[src/rtl/taxi_wait_meter_pkg.sv]
// Shared types and helpers for the taxi fare datapath: FSM state encoding and
// two-digit BCD conversions used by the waiting-time meter.
package taxi_pkg;

  typedef enum logic [1:0] {
    ST_IDLE = 2'd0,
    ST_RUN  = 2'd1,
    ST_WAIT = 2'd2,
    ST_SAT  = 2'd3
  } state_t;

  localparam logic [3:0] BCD_DIGIT_MAX = 4'd9;

  function automatic int bcd2_to_int(input logic [7:0] b);
    return int'(b[7:4]) * 10 + int'(b[3:0]);
  endfunction

  function automatic logic [7:0] int_to_bcd2(input int v);
    return {4'(v / 10), 4'(v % 10)};
  endfunction

endpackage

[src/rtl/taxi_wait_meter_if.sv]
// Minute-divider / trip-control bundle seen by the waiting meter; master drives
// trip control and the minute pulse, slave is the meter.
interface taxi_wait_meter_if #(
  parameter int FEE_W = 12
);
  logic             trip_start;
  logic             trip_end;
  logic             moving;
  logic             min_pulse;
  logic             div_en;
  logic             div_max;
  logic [7:0]       wait_min;
  logic [FEE_W-1:0] wait_fee;
  logic             fee_tick;
  logic             busy;

  modport master (
    output trip_start, trip_end, moving, min_pulse,
    input  div_en, div_max, wait_min, wait_fee, fee_tick, busy
  );

  modport slave (
    input  trip_start, trip_end, moving, min_pulse,
    output div_en, div_max, wait_min, wait_fee, fee_tick, busy
  );
endinterface

[src/rtl/taxi_wait_meter_bcd2.sv]
// Two-digit BCD up-counter with synchronous clear; increments stop at sat_val.
// Count updates one edge after inc is sampled; at_sat decodes the count register.
module bcd2_counter
  import taxi_pkg::*;
(
  input  logic       clk,
  input  logic       rst,
  input  logic       i_clr,
  input  logic       i_inc,
  input  logic [7:0] i_sat_val,
  output logic [7:0] o_count,
  output logic       o_at_sat
);

  logic [3:0] r_ones;
  logic [3:0] r_tens;

  assign o_count  = {r_tens, r_ones};
  assign o_at_sat = (o_count == i_sat_val);

  always_ff @(posedge clk or posedge rst) begin
    if (rst) begin
      r_ones <= 4'd0;
      r_tens <= 4'd0;
    end else if (i_clr) begin
      r_ones <= 4'd0;
      r_tens <= 4'd0;
    end else if (i_inc && !o_at_sat) begin
      if (r_ones == BCD_DIGIT_MAX) begin
        r_ones <= 4'd0;
        r_tens <= r_tens + 4'd1;
      end else begin
        r_ones <= r_ones + 4'd1;
      end
    end
  end

endmodule

[src/rtl/taxi_wait_meter.sv]
// Waiting-time meter: enables the minute divider while stopped on a trip, counts
// BCD waiting minutes and accrues the fee past the free allowance; all outputs registered.
module taxi_wait_meter
  import taxi_pkg::*;
#(
  parameter int MAX_MIN     = 99,
  parameter int FREE_MIN    = 3,
  parameter int FEE_PER_MIN = 10,
  parameter int FEE_W       = 12
) (
  input  logic                clk,
  input  logic                rst,
  taxi_wait_meter_if.slave    bus
);

  localparam logic [7:0]       SAT_BCD = int_to_bcd2(MAX_MIN);
  localparam logic [FEE_W-1:0] FEE_MAX = {FEE_W{1'b1}};
  localparam logic [FEE_W:0]   FEE_INC = (FEE_W + 1)'(FEE_PER_MIN);

  state_t           r_state;
  logic [FEE_W-1:0] r_fee;
  logic             r_fee_tick;

  logic [7:0]       w_min;
  logic             w_at_sat;
  logic             w_counted;
  logic             w_charge;
  logic             w_hit_max;
  logic             w_clr;
  logic [FEE_W:0]   w_fee_sum;
  int               w_min_int;

  // Decisions use the pre-increment count: new value > FREE_MIN <=> old >= FREE_MIN.
  assign w_counted = bus.min_pulse && (r_state == ST_WAIT);
  assign w_min_int = bcd2_to_int(w_min);
  assign w_charge  = w_counted && (w_min_int >= FREE_MIN);
  assign w_hit_max = w_counted && (w_min_int == MAX_MIN - 1);
  assign w_clr     = (r_state == ST_IDLE) && bus.trip_start;
  assign w_fee_sum = {1'b0, r_fee} + FEE_INC;

  bcd2_counter u_min_cnt (
    .clk       (clk),
    .rst       (rst),
    .i_clr     (w_clr),
    .i_inc     (w_counted),
    .i_sat_val (SAT_BCD),
    .o_count   (w_min),
    .o_at_sat  (w_at_sat)
  );

  always_ff @(posedge clk or posedge rst) begin
    if (rst) begin
      r_state    <= ST_IDLE;
      r_fee      <= '0;
      r_fee_tick <= 1'b0;
    end else begin
      r_fee_tick <= w_charge;
      if (w_charge) begin
        r_fee <= w_fee_sum[FEE_W] ? FEE_MAX : w_fee_sum[FEE_W-1:0];
      end
      case (r_state)
        ST_IDLE: begin
          if (bus.trip_start) begin
            r_state <= bus.moving ? ST_RUN : ST_WAIT;
            r_fee   <= '0;
          end
        end
        ST_RUN: begin
          if (bus.trip_end)    r_state <= ST_IDLE;
          else if (!bus.moving) r_state <= ST_WAIT;
        end
        ST_WAIT: begin
          if (bus.trip_end)    r_state <= ST_IDLE;
          else if (w_hit_max)  r_state <= ST_SAT;
          else if (bus.moving) r_state <= ST_RUN;
        end
        default: begin
          if (bus.trip_end) r_state <= ST_IDLE;
        end
      endcase
    end
  end

  assign bus.wait_min = w_min;
  assign bus.wait_fee = r_fee;
  assign bus.fee_tick = r_fee_tick;
  assign bus.busy     = (r_state != ST_IDLE);
  assign bus.div_en   = (r_state == ST_WAIT) || (r_state == ST_SAT);
  assign bus.div_max  = (r_state == ST_SAT) && w_at_sat;

endmodule

[src/flat_wrapper.sv]
// flat-port wrapper written by rule: the top's interface ports become plain ports
module taxi_wait_meter_flat import taxi_pkg::*;
#(
  parameter int MAX_MIN     = 99,
  parameter int FREE_MIN    = 3,
  parameter int FEE_PER_MIN = 10,
  parameter int FEE_W       = 12
)
  (clk, rst, bus_trip_start, bus_trip_end, bus_moving, bus_min_pulse, bus_div_en, bus_div_max, bus_wait_min, bus_wait_fee, bus_fee_tick, bus_busy);
  taxi_wait_meter_if #(.FEE_W(FEE_W)) bus_i ();
  input  logic clk;
  input  logic rst;
  input wire logic [$bits(bus_i.trip_start)-1:0] bus_trip_start;
  input wire logic [$bits(bus_i.trip_end)-1:0] bus_trip_end;
  input wire logic [$bits(bus_i.moving)-1:0] bus_moving;
  input wire logic [$bits(bus_i.min_pulse)-1:0] bus_min_pulse;
  output wire logic [$bits(bus_i.div_en)-1:0] bus_div_en;
  output wire logic [$bits(bus_i.div_max)-1:0] bus_div_max;
  output wire logic [$bits(bus_i.wait_min)-1:0] bus_wait_min;
  output wire logic [$bits(bus_i.wait_fee)-1:0] bus_wait_fee;
  output wire logic [$bits(bus_i.fee_tick)-1:0] bus_fee_tick;
  output wire logic [$bits(bus_i.busy)-1:0] bus_busy;
  assign bus_i.trip_start = bus_trip_start;
  assign bus_i.trip_end = bus_trip_end;
  assign bus_i.moving = bus_moving;
  assign bus_i.min_pulse = bus_min_pulse;
  assign bus_div_en = bus_i.div_en;
  assign bus_div_max = bus_i.div_max;
  assign bus_wait_min = bus_i.wait_min;
  assign bus_wait_fee = bus_i.wait_fee;
  assign bus_fee_tick = bus_i.fee_tick;
  assign bus_busy = bus_i.busy;
  taxi_wait_meter #(.MAX_MIN(MAX_MIN), .FREE_MIN(FREE_MIN), .FEE_PER_MIN(FEE_PER_MIN), .FEE_W(FEE_W)) u_core (.clk(clk), .rst(rst), .bus(bus_i));
endmodule
[config.mk]
export PLATFORM = sky130hd
export DESIGN_NAME = taxi_wait_meter_flat
export DESIGN_NICKNAME = d
export VERILOG_FILES = /design/src/rtl/taxi_wait_meter_pkg.sv /design/src/rtl/taxi_wait_meter_if.sv /design/src/rtl/taxi_wait_meter_bcd2.sv /design/src/rtl/taxi_wait_meter.sv /design/src/flat_wrapper.sv
export SDC_FILE = /design/constraint.sdc
export NUM_CORES = 1
export LEC_CHECK = 0
export BUFFER_PORTS_ARGS = -buffer_cell sky130_fd_sc_hd__buf_2
export CAP_MARGIN = 20
export CORE_MARGIN = 2
export CORE_UTILIZATION = 46
export DETAILED_ROUTE_END_ITERATION = 6
export PLACE_DENSITY = 0.8
export SLEW_MARGIN = 10
export SYNTH_ARGS = -nofsm -noshare
export SYNTH_HDL_FRONTEND = slang
export SYNTH_SLANG_ARGS = --single-unit
[constraint.sdc]
create_clock -name clk -period 3.8 [get_ports clk]
set_input_delay 0.95 -clock clk [delete_from_list [all_inputs] [get_ports clk]]
set_output_delay 0.95 -clock clk [all_outputs]
set_load 0.01 [all_outputs]
Word level (Yosys, flattened, before mapping)
Index checks and enable logic that the tools add are counted.
{"block": "totals", "regBits": 23, "input_bits": 6, "wordCells": 54}
{"block": "op_classes", "n_addsub": 4, "multipliers": 1, "magnitude_cmp": 1, "eq_ne": 9, "n_mux": 19, "n_reduce_logical": 15}
{"op": "12-bit two-way mux", "count": 4}
{"op": "32-bit by 5-bit adder with 32-bit output", "count": 1}
{"op": "32-bit by 8-bit == test with 1-bit output, second input constant", "count": 1}
{"op": "32-bit by 3-bit >= comparator with 1-bit output, second input constant", "count": 1}
{"op": "4-bit two-way mux", "count": 6}
{"op": "2-bit two-way mux", "count": 8}
{"op": "12-bit by 4-bit adder with 13-bit output, second input constant", "count": 1}
{"op": "4-bit by 1-bit adder with 4-bit output, second input constant", "count": 2}
{"op": "8-bit == test, second input constant", "count": 1}
{"op": "4-bit by 3-bit multiplier with 7-bit output, second input constant", "count": 1}
{"op": "1-bit logical AND", "count": 6}
{"op": "2-bit case mux with 3 select lines", "count": 1}
{"op": "2-bit nonzero test", "count": 3}
{"op": "2-bit == test, second input constant", "count": 2}
{"op": "4-bit == test, second input constant", "count": 1}
{"op": "4-bit by 3-bit inequality test with 1-bit output, second input constant", "count": 1}
{"op": "4-bit AND reduction", "count": 1}
{"op": "4-bit nonzero test", "count": 1}
{"op": "3-bit inequality test, second input constant", "count": 1}
{"op": "2-bit by 1-bit == test with 1-bit output, second input constant", "count": 1}
{"op": "2-bit logical NOT", "count": 1}
{"op": "2-bit inequality test, second input constant", "count": 1}
{"op": "2-bit AND reduction", "count": 1}
{"op": "1-bit logical NOT", "count": 1}
{"op": "1-bit logical OR", "count": 1}

Longest topological paths before layout
{"block": "logic_depth", "word_depth": 7, "ltp_mapped": 11, "ltp_nobuf": 10}

By module
Synthesis repeated with hierarchy kept, for this count alone.
{"block": "unflattened", "cells_unflattened": 205, "hier_area_um2": 1814.2}
{"module": "taxi_wait_meter", "n_inst": 1, "cells_per_inst": 144, "area_per_inst_um2": 1263.7}
{"module": "bcd2_counter", "n_inst": 1, "cells_per_inst": 61, "area_per_inst_um2": 550.5}

Worst setup path before layout
Ideal clock, no wire load.
{"block": "synth_path", "path_kind": "reg-to-reg", "from": "register u_core.u_min_cnt.r_tens[1]", "to": "register u_core.r_fee[9] (netlist: u_core.bus.wait_fee[9])", "setup_ps": 99, "t_arrival_ps": 2838, "slack_ps": 863, "stages_incl_launch_ff": 12, "path_buffers": 1, "cell_sequence": "dfrtp_1 > ha_1 > ha_1 > fa_1 > nand2_1 > nor3_2 > mux2i_1 > a211oi_4 > a21oi_2 > buf_6 > a31oi_1 > a311oi_1"}
{"block": "synth_via", "elab_chain_cells": 7}
{"element": "start, declared", "line_no": "taxi_wait_meter_bcd2.sv:16", "rtl": "logic [3:0] r_tens;"}
{"element": "start signal, assigned", "line_no": "taxi_wait_meter_bcd2.sv:31", "rtl": "r_tens <= r_tens + 4'd1;"}
{"element": "4-bit by 3-bit multiplier with 7-bit output *", "line_no": "taxi_wait_meter_pkg.sv:15", "rtl": "return int'(b[7:4]) * 10 + int'(b[3:0]);"}
{"element": "32-bit by 5-bit adder with 32-bit output *", "line_no": "taxi_wait_meter_pkg.sv:15"}
{"element": "32-bit by 3-bit >= comparator with 1-bit output *", "line_no": "taxi_wait_meter.sv:36", "rtl": "assign w_charge = w_counted && (w_min_int >= FREE_MIN);"}
{"element": "1-bit logical AND *", "line_no": "taxi_wait_meter.sv:36"}
{"element": "via u_core.w_charge", "line_no": "taxi_wait_meter.sv:27", "rtl": "logic w_charge;"}
{"element": "12-bit two-way mux *", "line_no": "taxi_wait_meter.sv:58", "rtl": "if (w_charge) begin"}
{"element": "12-bit two-way mux", "line_no": "taxi_wait_meter.sv:63", "rtl": "if (bus.trip_start) begin"}
{"element": "12-bit two-way mux *", "line_no": "taxi_wait_meter.sv:61", "rtl": "case (r_state)"}
{"element": "end signal, assigned", "line_no": "taxi_wait_meter.sv:59", "rtl": "r_fee <= w_fee_sum[FEE_W] ? FEE_MAX : w_fee_sum[FEE_W-1:0];"}
{"element": "end, declared", "line_no": "taxi_wait_meter.sv:21", "rtl": "logic [FEE_W-1:0] r_fee;"}
Mark *: on every way through the listed nets, which the timed path passes. The rest lies on a longest branch.
A chain may end at the register's enable or synchronous reset.

Worst setup path after layout
{"block": "layout_path", "from": "register u_core.u_min_cnt.r_tens[3]", "to": "register u_core.r_fee[10] (netlist: u_core.bus.wait_fee[10])"}
{"block": "layout_via", "elab_chain_cells": 7}
{"element": "4-bit by 3-bit multiplier with 7-bit output *", "line_no": "taxi_wait_meter_pkg.sv:15"}
{"element": "32-bit by 5-bit adder with 32-bit output *", "line_no": "taxi_wait_meter_pkg.sv:15"}
{"element": "32-bit by 3-bit >= comparator with 1-bit output *", "line_no": "taxi_wait_meter.sv:36"}
{"element": "1-bit logical AND *", "line_no": "taxi_wait_meter.sv:36"}
{"element": "12-bit two-way mux *", "line_no": "taxi_wait_meter.sv:58"}
{"element": "12-bit two-way mux", "line_no": "taxi_wait_meter.sv:63"}
{"element": "12-bit two-way mux *", "line_no": "taxi_wait_meter.sv:61"}
Mark *: on every way between the ends. The rest lies on a longest branch, timed or not.

==> impl_results.md <==
* Status: completed
* Syn_nets at 194
* Hold WC Path Type: reg -> reg
* Most frequent cells in the layout: 29 x buf_2, 23 x dfrtp_1, 22 x nor2_1
* Max cap viols at 0
* Placed cells at 243
* CP max FO at 12
* Final setup violation count at 0
* Die footprint at 4050 sq um
* Die Width at 63.7 um
* Crit-path cells: ha_1 -> ha_1 -> fa_1 -> nand2_1 -> nor3_2 -> mux2i_1 -> a211oi_4 -> a21oi_2 -> a41oi_1 -> a211oi_1
* Final Cycle Share at 0.899
* Netlist cell types at 50
* P_leak at 0.869 nW
* Clk Latency, worst-skew pair at 0.31 ns
* Initial antenna violation count at 0
* Final cell count without fillers at 247
* Final GP Congestion at 0.855
* Peak supply drop at 0.145 mV
* Initial DRC count at 70
* Routed WL at 3.38 mm
* Layout fillers at 307
* CTS Root Cell: clkbuf_4
* Startpoint Class: flop
* Crit-path slowest cell: dfrtp_1
* Setup Skew at 0.00503 ns
* Cell area after synthesis at 1640 sq um
* Most used DFF post-synth: dfrtp_1
* Starting Density at 0.483
* Fin crit period at 3.42 ns
* GR Util All Layers at 0.186
* # rows at 21
* Vias in the first global route at 1340
* CTS Hold Bufs at 0
* DRC at 0
* Setup TNS Final at 0 ns
* RSZ-0062 raised after global routing: false
* Post-DP HPWL at 2.59 mm
* Drt via density at 5.58
* Critical Path End Type: flop
* Layout area overhead at 11.2%
* Area of the core at 3390 sq um
* Global-route wire length before repair at 6.10 mm
* Ys async rst share at 1.00
* Crit path largest cell delay at 0.56 ns
* Largest net degree at the start of global routing at 24
* DR pass1 iterations at 4
* TritonCTS buffer count at 3
* Net count, final at 223
* Final hold viol count at 0
* Post_cts resized at 0
* IO buf count at 29
* Share of layout cells above drive strength 1 at 0.239
* Syn_area_per_cell at 9.47 sq um
* R2r setup slk at 0.38 ns
* Critical Path RT at 4.02 ns
* Measured slew at the worst slew-check pin at 0.856 ns
* CTS Sinks at 23
* Reg clk slew, reported paths at 0.13 ns
* Synthesized flop and latch total at 23
* DIE HEIGHT at 63.7 um
* Crit path kind: reg -> reg
* Headroom to the max-slew limit at 0.429
* Post-route ant nets at 0
* CTS tree: yes
* Most frequent CP cell: ha_1
* Maximum root-to-sink buffer count at 2
* Postcts setup bufs at 0
* Ys Warns at 0
* Seq/Total Area, Yosys at 0.351
* Mapped Cells at 173
* Pins over their slew limit at 0
* Leading cell type in the layout, fill and taps excluded: buf_2
* PD cells at 504 nW/um^2
* Ports at 30
* Max Clk Rate at 0.293 GHz
* Gr ovfl total at 0
* WL/cell at 13.7 um
* Post-synth EDFFs at 0
* H-tree Lvls at 1
* # diodes at 0
* Via count at 1378
* Critical Path AT at 3.64 ns
==> cells in the mapped netlist (2+ instances only) <==
cell type  number  area share
a211oi_2        2       0.015
o21bai_1        2      0.0092
a21oi_1        10       0.031
a21o_1          2      0.0092
inv_1           8       0.018
nand2_1        12       0.027
a31oi_1         5       0.019
nor2_1         22       0.050
a211oi_1        3       0.014
clkbuf_1        3      0.0069
ha_1           13       0.099
nand3_1         3      0.0092
nor2b_1         2      0.0076
fa_1            2       0.024
nor3_1          3      0.0092
buf_6           2       0.014
a311oi_1        5       0.027
xor2_1          3       0.016
a41o_1          3       0.018
or2_2           2      0.0076
nand3b_1        2      0.0092
o21ai_0         8       0.024
xnor2_1         2       0.011
nand4_1         4       0.015
or3_1           2      0.0076
o32ai_1         2       0.011
dfrtp_1        23        0.35
==> registers in the layout, indices dropped and copies added (netlist names) <==
signal                   cells
u_core.bus.wait_fee         12
u_core.u_min_cnt.r_ones      4
u_core.u_min_cnt.r_tens      4
u_core.r_state               2
u_core.bus.fee_tick          1
==> worst paths after layout <==
path,to,from,depth (start not counted)
min,u_core.bus.wait_fee[0],u_core.bus.wait_fee[0],2
max in group asynchronous,u_core.bus.wait_fee[7],rst,2
max reg2reg,u_core.bus.wait_fee[10],u_core.u_min_cnt.r_tens[3],10
max,u_core.bus.wait_fee[10],u_core.u_min_cnt.r_tens[3],10
min in group asynchronous,u_core.bus.wait_fee[11],rst,2
min reg2reg,u_core.bus.wait_fee[0],u_core.bus.wait_fee[0],2
==> report_power, final <==
group,internal (mW),total [mW],switching [mW]
logic,0.178,0.433,0.255
clock network,0.0393,0.114,0.0743
registers,0.291,0.371,0.0800
==> critical path, delay by kind of cell (launching register included) <==
kind / cells / cell delay [ns]
and+or+nand+nor: 2 / 0.38
adders and majority gates: 3 / 1.07
DFF: 1 / 0.56
muxes: 1 / 0.33
AOI/OAI and AO/OA: 4 / 0.98
==> per-layer routing <==
metal | track usage | wire, um
met1 | 0.262 | 1740
met2 | 0.301 | 1500
met3 | 0.0143 | 116
met4 | 0.0625 | 24
met5 | 0 | 0
==> stage by stage <==
step	setup WS (ns)	total power, mW	hold slack, ns	instance area, sq um	util
6_report	0.384	0.918	0.516	1820	0.537
5_1_grt	0.117	1.01	0.562	1820	0.537
4_1_cts	0.408	0.924	0.521	1820	0.537
3_5_place_dp	0.469	0.809	0.489	1790	0.529
3_3_place_gp	0.603	0.793	0.474	1790	0.529
2_1_floorplan	0.863	0.681	0.527	1640	-
==> cell type report <==
class,instances,area (sq um),area share
Clock inverter,1,5.00,0.00275
Multi-Input combinational cell,135,975,0.535
Sequential cell,23,576,0.316
Tap cell,46,57.6,0.0316
Inverter,9,33.8,0.0185
Timing Repair Buffer,30,153,0.0838
Clock buffer,3,22.5,0.0124
==> cell families after synthesis <==
kind of cell,Yosys count,share of synthesized area
simple gates,63,0.203
xor+xnor,6,0.0367
flops,23,0.351
buf+inv,15,0.0535
compound gates,49,0.218
mux,2,0.0130
fa+ha+maj,15,0.124
(Power assumes the default switching activity.)
